--- src/rtl/buffer_uart_tx_pkg.sv ---
// Shared types and line-level constants for the cyclic-buffer UART transmitter.
// The PARITY state exists only when BUFFER_UART_TX_PARITY_EN is defined.
package buffer_uart_tx_pkg;

  localparam logic UART_IDLE_LEVEL  = 1'b1;
  localparam logic UART_START_LEVEL = 1'b0;
  localparam int   UART_DATA_BITS   = 8;

  typedef enum logic [2:0] {
    IDLE,
    LOAD,
    START,
    DATA,
`ifdef BUFFER_UART_TX_PARITY_EN
    PARITY,
`endif
    STOP
  } tx_state_t;

endpackage

--- src/rtl/baud_tick_gen.sv ---
// Bit-period timer: tick marks the last clock of each CLKS_PER_BIT-cycle period.
// clear restarts the period so a frame begins phase-aligned.
module baud_tick_gen #(
  parameter int CLKS_PER_BIT = 434
) (
  input  logic clk,
  input  logic rst_n,
  input  logic clear,
  output logic tick
);

  localparam int CW = (CLKS_PER_BIT > 1) ? $clog2(CLKS_PER_BIT) : 1;
  localparam logic [CW-1:0] LAST = CW'(CLKS_PER_BIT - 1);

  logic [CW-1:0] cnt;

  assign tick = (cnt == LAST);

  // NOTE: sequential state uses non-blocking assignments so every flop samples pre-edge values.
  always_ff @(posedge clk or negedge rst_n) begin
    if (!rst_n)             cnt <= '0;
    else if (clear || tick) cnt <= '0;
    else                    cnt <= cnt + CW'(1);
  end

endmodule

--- src/rtl/buffer_uart_tx.sv ---
// Pulls bytes from the cyclic buffer read port and sends them as 8N1 UART frames on tx.
// Define BUFFER_UART_TX_PARITY_EN to insert an even-parity bit between data and stop.
module buffer_uart_tx
  import buffer_uart_tx_pkg::*;
#(
  parameter int CLKS_PER_BIT = 434,
  parameter int CNT_WIDTH    = 16
) (
  input  logic                 clk,
  input  logic                 rst_n,
  input  logic                 enable,
  input  logic                 data_valid,
  input  logic [7:0]           read_data,
  output logic                 read_en,
  output logic                 tx,
  output logic                 busy,
  output logic                 frame_done,
  output logic [CNT_WIDTH-1:0] frames_sent
);

  tx_state_t  state, state_next;
  logic       tick;
  logic [7:0] shift, shift_next;
  logic [2:0] bit_idx;
  logic       tx_next;
  logic       parity_bit;

  baud_tick_gen #(.CLKS_PER_BIT(CLKS_PER_BIT)) u_tick (
    .clk   (clk),
    .rst_n (rst_n),
    .clear (state == LOAD),
    .tick  (tick)
  );

  always_ff @(posedge clk or negedge rst_n) begin
    if (!rst_n) state <= IDLE;
    else        state <= state_next;
  end

  // NOTE: every always_comb output gets a default first, so no path can infer a latch.
  always_comb begin
    state_next = state;
    case (state)
      IDLE:  if (enable && data_valid) state_next = LOAD;
      LOAD:  state_next = START;
      START: if (tick) state_next = DATA;
      DATA:  if (tick && bit_idx == 3'(UART_DATA_BITS - 1))
`ifdef BUFFER_UART_TX_PARITY_EN
               state_next = PARITY;
      PARITY: if (tick) state_next = STOP;
`else
               state_next = STOP;
`endif
      STOP:  if (tick) state_next = IDLE;
      default: state_next = IDLE;
    endcase
  end

  // tx is precomputed from the next state so the registered line changes on the entry edge.
  always_comb begin
    read_en    = (state == LOAD);
    busy       = (state != IDLE);
    frame_done = (state == STOP) && tick;
    shift_next = shift;
    if (state == LOAD)             shift_next = read_data;
    else if (state == DATA && tick) shift_next = shift >> 1;
    tx_next = UART_IDLE_LEVEL;
    case (state_next)
      START:  tx_next = UART_START_LEVEL;
      DATA:   tx_next = shift_next[0];
`ifdef BUFFER_UART_TX_PARITY_EN
      PARITY: tx_next = parity_bit;
`endif
      default: tx_next = UART_IDLE_LEVEL;
    endcase
  end

  always_ff @(posedge clk or negedge rst_n) begin
    if (!rst_n) begin
      tx          <= UART_IDLE_LEVEL;
      shift       <= '0;
      bit_idx     <= '0;
      frames_sent <= '0;
    end else begin
      tx    <= tx_next;
      shift <= shift_next;
      if (state == LOAD)              bit_idx <= '0;
      else if (state == DATA && tick) bit_idx <= bit_idx + 3'd1;
      if (frame_done) frames_sent <= frames_sent + CNT_WIDTH'(1);
    end
  end

`ifdef BUFFER_UART_TX_PARITY_EN
  always_ff @(posedge clk or negedge rst_n) begin
    if (!rst_n)             parity_bit <= 1'b0;
    else if (state == LOAD) parity_bit <= ^read_data;
  end
`else
  assign parity_bit = 1'b0;
`endif

endmodule

--- config.mk ---
export PLATFORM = sky130hd
export DESIGN_NAME = buffer_uart_tx
export DESIGN_NICKNAME = d
export VERILOG_FILES = /design/src/rtl/buffer_uart_tx_pkg.sv /design/src/rtl/baud_tick_gen.sv /design/src/rtl/buffer_uart_tx.sv
export SDC_FILE = /design/constraint.sdc
export NUM_CORES = 1
export LEC_CHECK = 0
export ABC_AREA = 1
export CAP_MARGIN = 10
export CORE_MARGIN = 1
export CORE_UTILIZATION = 45
export CTS_BUF_LIST = sky130_fd_sc_hd__clkbuf_2
export DETAILED_ROUTE_END_ITERATION = 12
export GPL_TIMING_DRIVEN = 0
export PLACE_DENSITY_LB_ADDON = 0.08
export SYNTH_ARGS = -nofsm -noshare
export SYNTH_HDL_FRONTEND = slang
export SYNTH_HIERARCHICAL = 1
export SYNTH_SLANG_ARGS = --single-unit
--- constraint.sdc ---
create_clock -name clk -period 2.05 [get_ports clk]
set_input_delay 0.3075 -clock clk [delete_from_list [all_inputs] [get_ports clk]]
set_output_delay 0.3075 -clock clk [all_outputs]
set_load 0.05 [all_outputs]
Word-level counts from Yosys, hierarchy flattened
Index checks and enable logic that the tools add are counted.

Reductions and logical operators: 8. Multipliers: 0. Multiplexer cells: 11. Add/sub/neg operators: 3. Eq/ne operators: 8. Order comparisons: 0. Shift-type cells: 0. Bitwise gates (word level): 0. Divide/modulo/power cells: 0.

Operator list (count): 3-bit two-way mux (6); 16-bit by 1-bit adder with 16-bit output, second input constant (1); 8-bit two-way mux (2); 3-bit one-hot mux with 5 select lines (1); 3-bit by 2-bit == test with 1-bit output, second input constant (4); 9-bit by 1-bit adder with 9-bit output, second input constant (1); 9-bit == test, second input constant (1); 9-bit two-way mux (1); 3-bit == test, second input constant (2); 1-bit logical AND (4); 3-bit by 1-bit adder with 3-bit output, second input constant (1); 3-bit by 1-bit == test with 1-bit output, second input constant (1); 3-bit zero test (1); 3-bit nonzero test (1); 1-bit one-hot mux with 2 select lines (1); 2-bit nonzero test (1); 1-bit logical OR (1).

Bits in latches: 0. RAM bits: 0. Memories kept: 0. Input port bits: 12. Bits in registers: 40. ROM bits: 0. Logic and storage cells: 37. Output and inout bits: 20.

Longest topological paths before layout
Word-level depth: 6. Depth in mapped cells: 13. Mapped depth without buffers: 13.

By module
The synthesis kept the hierarchy.

By module, submodules not included: buffer_uart_tx (area each 1634.1 um^2, cells each 190, instances 1, seq. area each 777.0 um^2); baud_tick_gen (area each 503.0 um^2, cells each 68, instances 1, seq. area each 225.2 um^2).

Worst setup path before layout
No wires, ideal clock.

Path type: reg-to-reg. Start point: register u_tick.cnt[0]. End point: register frames_sent[14]. Period minus slack after synthesis: 1.915 ns. Arrival time: 1.795 ns. Setup time: 0.119 ns. Stages on the path, launching flop included: 13. Buffers on the path: 0. Setup slack: 0.135 ns. Data required time: 1.931 ns. Path through: dfrtp_1 > ha_1 > nand2_1 > nor2_1 > nand2_1 > inv_1 > inv_1 > nor2_4 > nand2_4 > nor2_4 > nand2_1 > nand2_1 > nand2_1.

Cells in the longest elaborated chain, start to end: 2.

RTL lines: from (decl) (line baud_tick_gen.sv:15) `logic [CW-1:0] cnt;`; from (signal assigned) (line baud_tick_gen.sv:23) `else cnt <= cnt + CW'(1);`; 9-bit == test (line baud_tick_gen.sv:17) `assign tick = (cnt == LAST);`; net tick (line buffer_uart_tx.sv:22) `logic tick;`; 1-bit logical AND (line buffer_uart_tx.sv:63) `frame_done = (state == STOP) && tick;`; net frame_done (line buffer_uart_tx.sv:17) `output logic frame_done,`; to (signal assigned) (line buffer_uart_tx.sv:89) `if (frame_done) frames_sent <= frames_sent + CNT_WIDTH'(1);`; to (decl) (line buffer_uart_tx.sv:18) `output logic [CNT_WIDTH-1:0] frames_sent`.

The timed path passes the listed nets, and every way through them passes these cells. A chain may end at the register's enable or synchronous reset.

Worst setup path after layout
Start point: register u_tick.cnt[1]. End point: output port frame_done.

Cells in the longest elaborated chain, start to end: 2.

RTL lines (line): 9-bit == test (baud_tick_gen.sv:17); net tick (buffer_uart_tx.sv:22); 1-bit logical AND (buffer_uart_tx.sv:63); to (decl) (buffer_uart_tx.sv:17).

The timed path passes the listed nets, and every way through them passes these cells.

==> run summary <==
result of the run - finished with violations
violated checks - hold timing
proportion of layout cells with a drive suffix above 1 - 0.1607
type of the worst min-delay path - in2async
worst voltage drop across the vdd grid - 0.0003311 V
top cell types by occurrence after synthesis - sky130_fd_sc_hd__nand2_1, sky130_fd_sc_hd__dfrtp_1, sky130_fd_sc_hd__inv_1, sky130_fd_sc_hd__nor2_1, sky130_fd_sc_hd__nand3_1
Reg2Reg Capture Point - frames_sent[9]$_DFFE_PN0P_
Buffers & Inverters on Critical Path - 4
number of instances in the synthesized netlist - 258
filler cell count - 429
Static Leak - 1.401 nW
number of pins with negative max-slew slack in the final report - 0
area of the core - 4444 µm²
TritonCTS clock tree - yes
total gr overflow - 0
power per cell area - 453.4 nW/µm²
sequential fraction of the synthesis area - 0.4690
Post-CTS Hold Buffers - 0
arrival time at the worst endpoint - 1.71 ns
WL final - 4.054 mm
Distinct cells, synth - 34
number of max-cap violations - 0
Top-Level Pins - 32
worst-margin pin slew - 0.8741 ns
post-synth top area share - 0.4567
pin count of the biggest net entering global routing - 41
RSZ-0062 raised after global routing - yes
via count - 1,754
CTS Sinks - 40
number of storage elements in the synthesis netlist - 40
synthesis warning total - 6
Synth Area in XOR/XNOR - 0.04098
met1 layer wirelength in the final routing - 2.020 mm
clock slew at reported path FFs - 0.22 ns
DR WL met2 - 1.813 mm
launching element type of the critical path - register
count of nets left with antenna violations after detail routing - 0
portion of the clock cycle consumed by the worst path in the final layout - 0.9818
number of buffers on the longest clock path - 2
critical-path maximum fanout - 4
root buf cell - sky130_fd_sc_hd__clkbuf_2
total nets after synthesis - 275
number of enable-type register cells in the synthesized netlist - 0
length in cells of the worst reg-to-reg path - 12
number of H-tree branching levels - 2
share of flip-flops with an asynchronous set or reset - 1.000
fraction of the mapped netlist area in compound gates - 0.04508
Required @ worst endpoint - 1.74 ns
most repeated cell in the gate-level netlist after synthesis - sky130_fd_sc_hd__nand2_1
Syn Std Cell Area - 2137 µm²
Initial DRT Pass Iterations - 6
number of buffers added by the clock tree synthesis step - 5
kind of cell with the highest combined delay on the critical path - flip-flops
Layout Nets - 321
diode insertion count for antenna repair - 0
Starting Density - 0.4809
detail-routed via count per cell - 4.913
remaining design rule violation count - 0
setup violation total in the final timing report - 0
share of cell area taken by muxes after synthesis - 0.004684
kind of critical path - reg2out
library cell contributing the largest single delay on the critical path - sky130_fd_sc_hd__dfrtp_1
Post-Synth Adder-Cell Area - 0.02927
area share of and/or/nand/nor cells after synthesis - 0.3466
die height - 70.91 µm
routability congestion estimate from global placement - 0.7766
die area - 5028 µm²
area added between synthesis and finish - 23.48%
Iteration-0 DRC Markers - 80
highest cell delay on the worst timing path - 0.43 ns
setup TNS - 0 ns
worst skew pair latency - 0.41 ns
Critical Path End Type - output pin
maximum clock rate - 496.8 MHz
initial antenna violation count - 0
routed wl met3 - 122 µm
Total GRT Usage - 0.1813
Non-Filler Instances - 357
cell type with the largest total area after synthesis - sky130_fd_sc_hd__dfrtp_1
# rows - 24
DPL Wire Length - 2.865 mm
final hold violations - 39
chip width - 70.91 µm
final hold slack - -0.02532 ns
Worst R2R Start - u_tick/cnt[1]$_DFF_PN0_
vias in the first global route - 1,641
relative slew slack - 0.4173
number of buffers inserted by port buffering - 31
top routing layer in use - met4
wire length of the first global-routing pass - 7.044 mm
Post-Synthesis Mean Instance Area - 8.283 µm²
main flop type after synthesis - sky130_fd_sc_hd__dfrtp_1
dominant combinational cell family by area after synthesis - simple AND/OR/NAND/NOR gates
placed insts - 341
CP cell instances - inv_1, ha_2, nand2_2, nor2_2, nand2_2, inv_4, inv_4, nor2_4, buf_8
average detailed-routed wire length per instance - 11.36 µm
final critical path time including I/O delays and setup - 2.013 ns
final clock skew - 0.009955 ns
register-to-register path setup slack - 0.22 ns
top area cells in the synthesized netlist - sky130_fd_sc_hd__dfrtp_1, sky130_fd_sc_hd__nand2_1, sky130_fd_sc_hd__inv_1, sky130_fd_sc_hd__nor2_1, sky130_fd_sc_hd__nand3_1
registers in the layout (all words and copies together) (netlist names):
name / cells
bit_idx: 3
frames_sent: 16
shift: 8
state: 3
tx: 1
u_tick/cnt: 9
cell usage in the layout (no fill, tap or decap), types with 3 or more instances in the layout:
cell	synthesis	routed
sky130_fd_sc_hd__xor2_1	6	6
sky130_fd_sc_hd__buf_4	0	8
sky130_fd_sc_hd__nor2_4	6	6
sky130_fd_sc_hd__ha_1	5	4
sky130_fd_sc_hd__dlygate4sd2_1	0	5
sky130_fd_sc_hd__o21ai_0	3	3
sky130_fd_sc_hd__inv_1	29	27
sky130_fd_sc_hd__nand2_2	2	4
sky130_fd_sc_hd__xnor2_1	4	4
sky130_fd_sc_hd__dlymetal6s2s_1	0	7
sky130_fd_sc_hd__nand2_1	84	82
sky130_fd_sc_hd__nor2_2	1	3
sky130_fd_sc_hd__nor2_1	26	24
sky130_fd_sc_hd__dfrtp_1	39	38
sky130_fd_sc_hd__clkbuf_2	0	5
sky130_fd_sc_hd__nand4_1	5	5
sky130_fd_sc_hd__nand3b_1	3	3
sky130_fd_sc_hd__inv_2	3	3
sky130_fd_sc_hd__nor3_1	5	5
sky130_fd_sc_hd__nand3_1	15	15
sky130_fd_sc_hd__inv_4	1	3
sky130_fd_sc_hd__clkdlybuf4s50_1	0	16
routing by layer:
layer  GRT usage  up-vias
met4     0.08667        0
met5           0        -
met1      0.2358      804
met3     0.03419        9
met2      0.2927       30
li1            -      911
per-stage QoR:
stage / power, W / setup WS [ns] / util / area, µm² / hold slack (ns)
finish: 0.001196 / 0.03726 / 0.5938 / 2639 / -0.02532
detailed placement: 0.0008598 / -0.5525 / 0.5642 / 2507 / 0.4610
global placement: 0.0008604 / -0.5706 / 0.5653 / 2512 / 0.4559
CTS: 0.001211 / -0.1319 / 0.5732 / 2547 / 0.0007042
global route: 0.001241 / -0.1073 / 0.5938 / 2639 / 0.03289
floorplan: 0.0008225 / 0.1351 / - / 2137 / 0.01191
area by class of cell:
class	instances	area, µm²	share of cell area
plain buffers	1	11.26	0.004267
clock buffers	5	25.02	0.009483
clock inverters	3	13.76	0.005216
inverters	33	131.4	0.04979
multi-input cells	184	1010	0.3826
flip-flops and latches	40	1003	0.3803
well taps	52	65.06	0.02466
repair buffers	39	379.1	0.1437
worst max path at each step:
| stage | from | end | slack (ns) | cells after the start |
|---|---|---|---|---|
| after floorplan | u_tick/cnt[0]$_DFF_PN0_ | frames_sent[14]$_DFFE_PN0P_ | 0.14 | 12 |
| after global placement | u_tick/cnt[0]$_DFF_PN0_ | frame_done | -0.57 | 8 |
| after detailed placement | u_tick/cnt[0]$_DFF_PN0_ | frame_done | -0.55 | 8 |
| after CTS | u_tick/cnt[1]$_DFF_PN0_ | frame_done | -0.13 | 9 |
| after global routing | u_tick/cnt[1]$_DFF_PN0_ | frame_done | -0.11 | 9 |
| final | u_tick/cnt[1]$_DFF_PN0_ | frame_done | 0.04 | 9 |
repair_timing:
| action | CTS | global route |
|---|---|---|
| setup endpoints to repair | 7 | 9 |
| gates resized for setup | 21 | 15 |
| pin swaps | 2 | 3 |
| setup buffers | 1 | 7 |
report_power, final:
part | switching, W | internal, W | total, W
Clock | 0.000276 | 0.0000765 | 0.000352
Sequential | 0.00000340 | 0.000798 | 0.000802
Combinational | 0.0000212 | 0.0000212 | 0.0000424
Total | 0.000300 | 0.000896 | 0.00120
logic make-up (layout without fill, tap and decap cells):
group,count (synthesis),after routing
xor gates and xnor gates,10,10
DFF,40,40
muxes,1,1
and+or+nand+nor,154,154
adders and majority gates,5,5
buffers and inverters,34,81
AOI/OAI and AO/OA,14,14
Note: power is estimated with default switching activity, not from simulation.
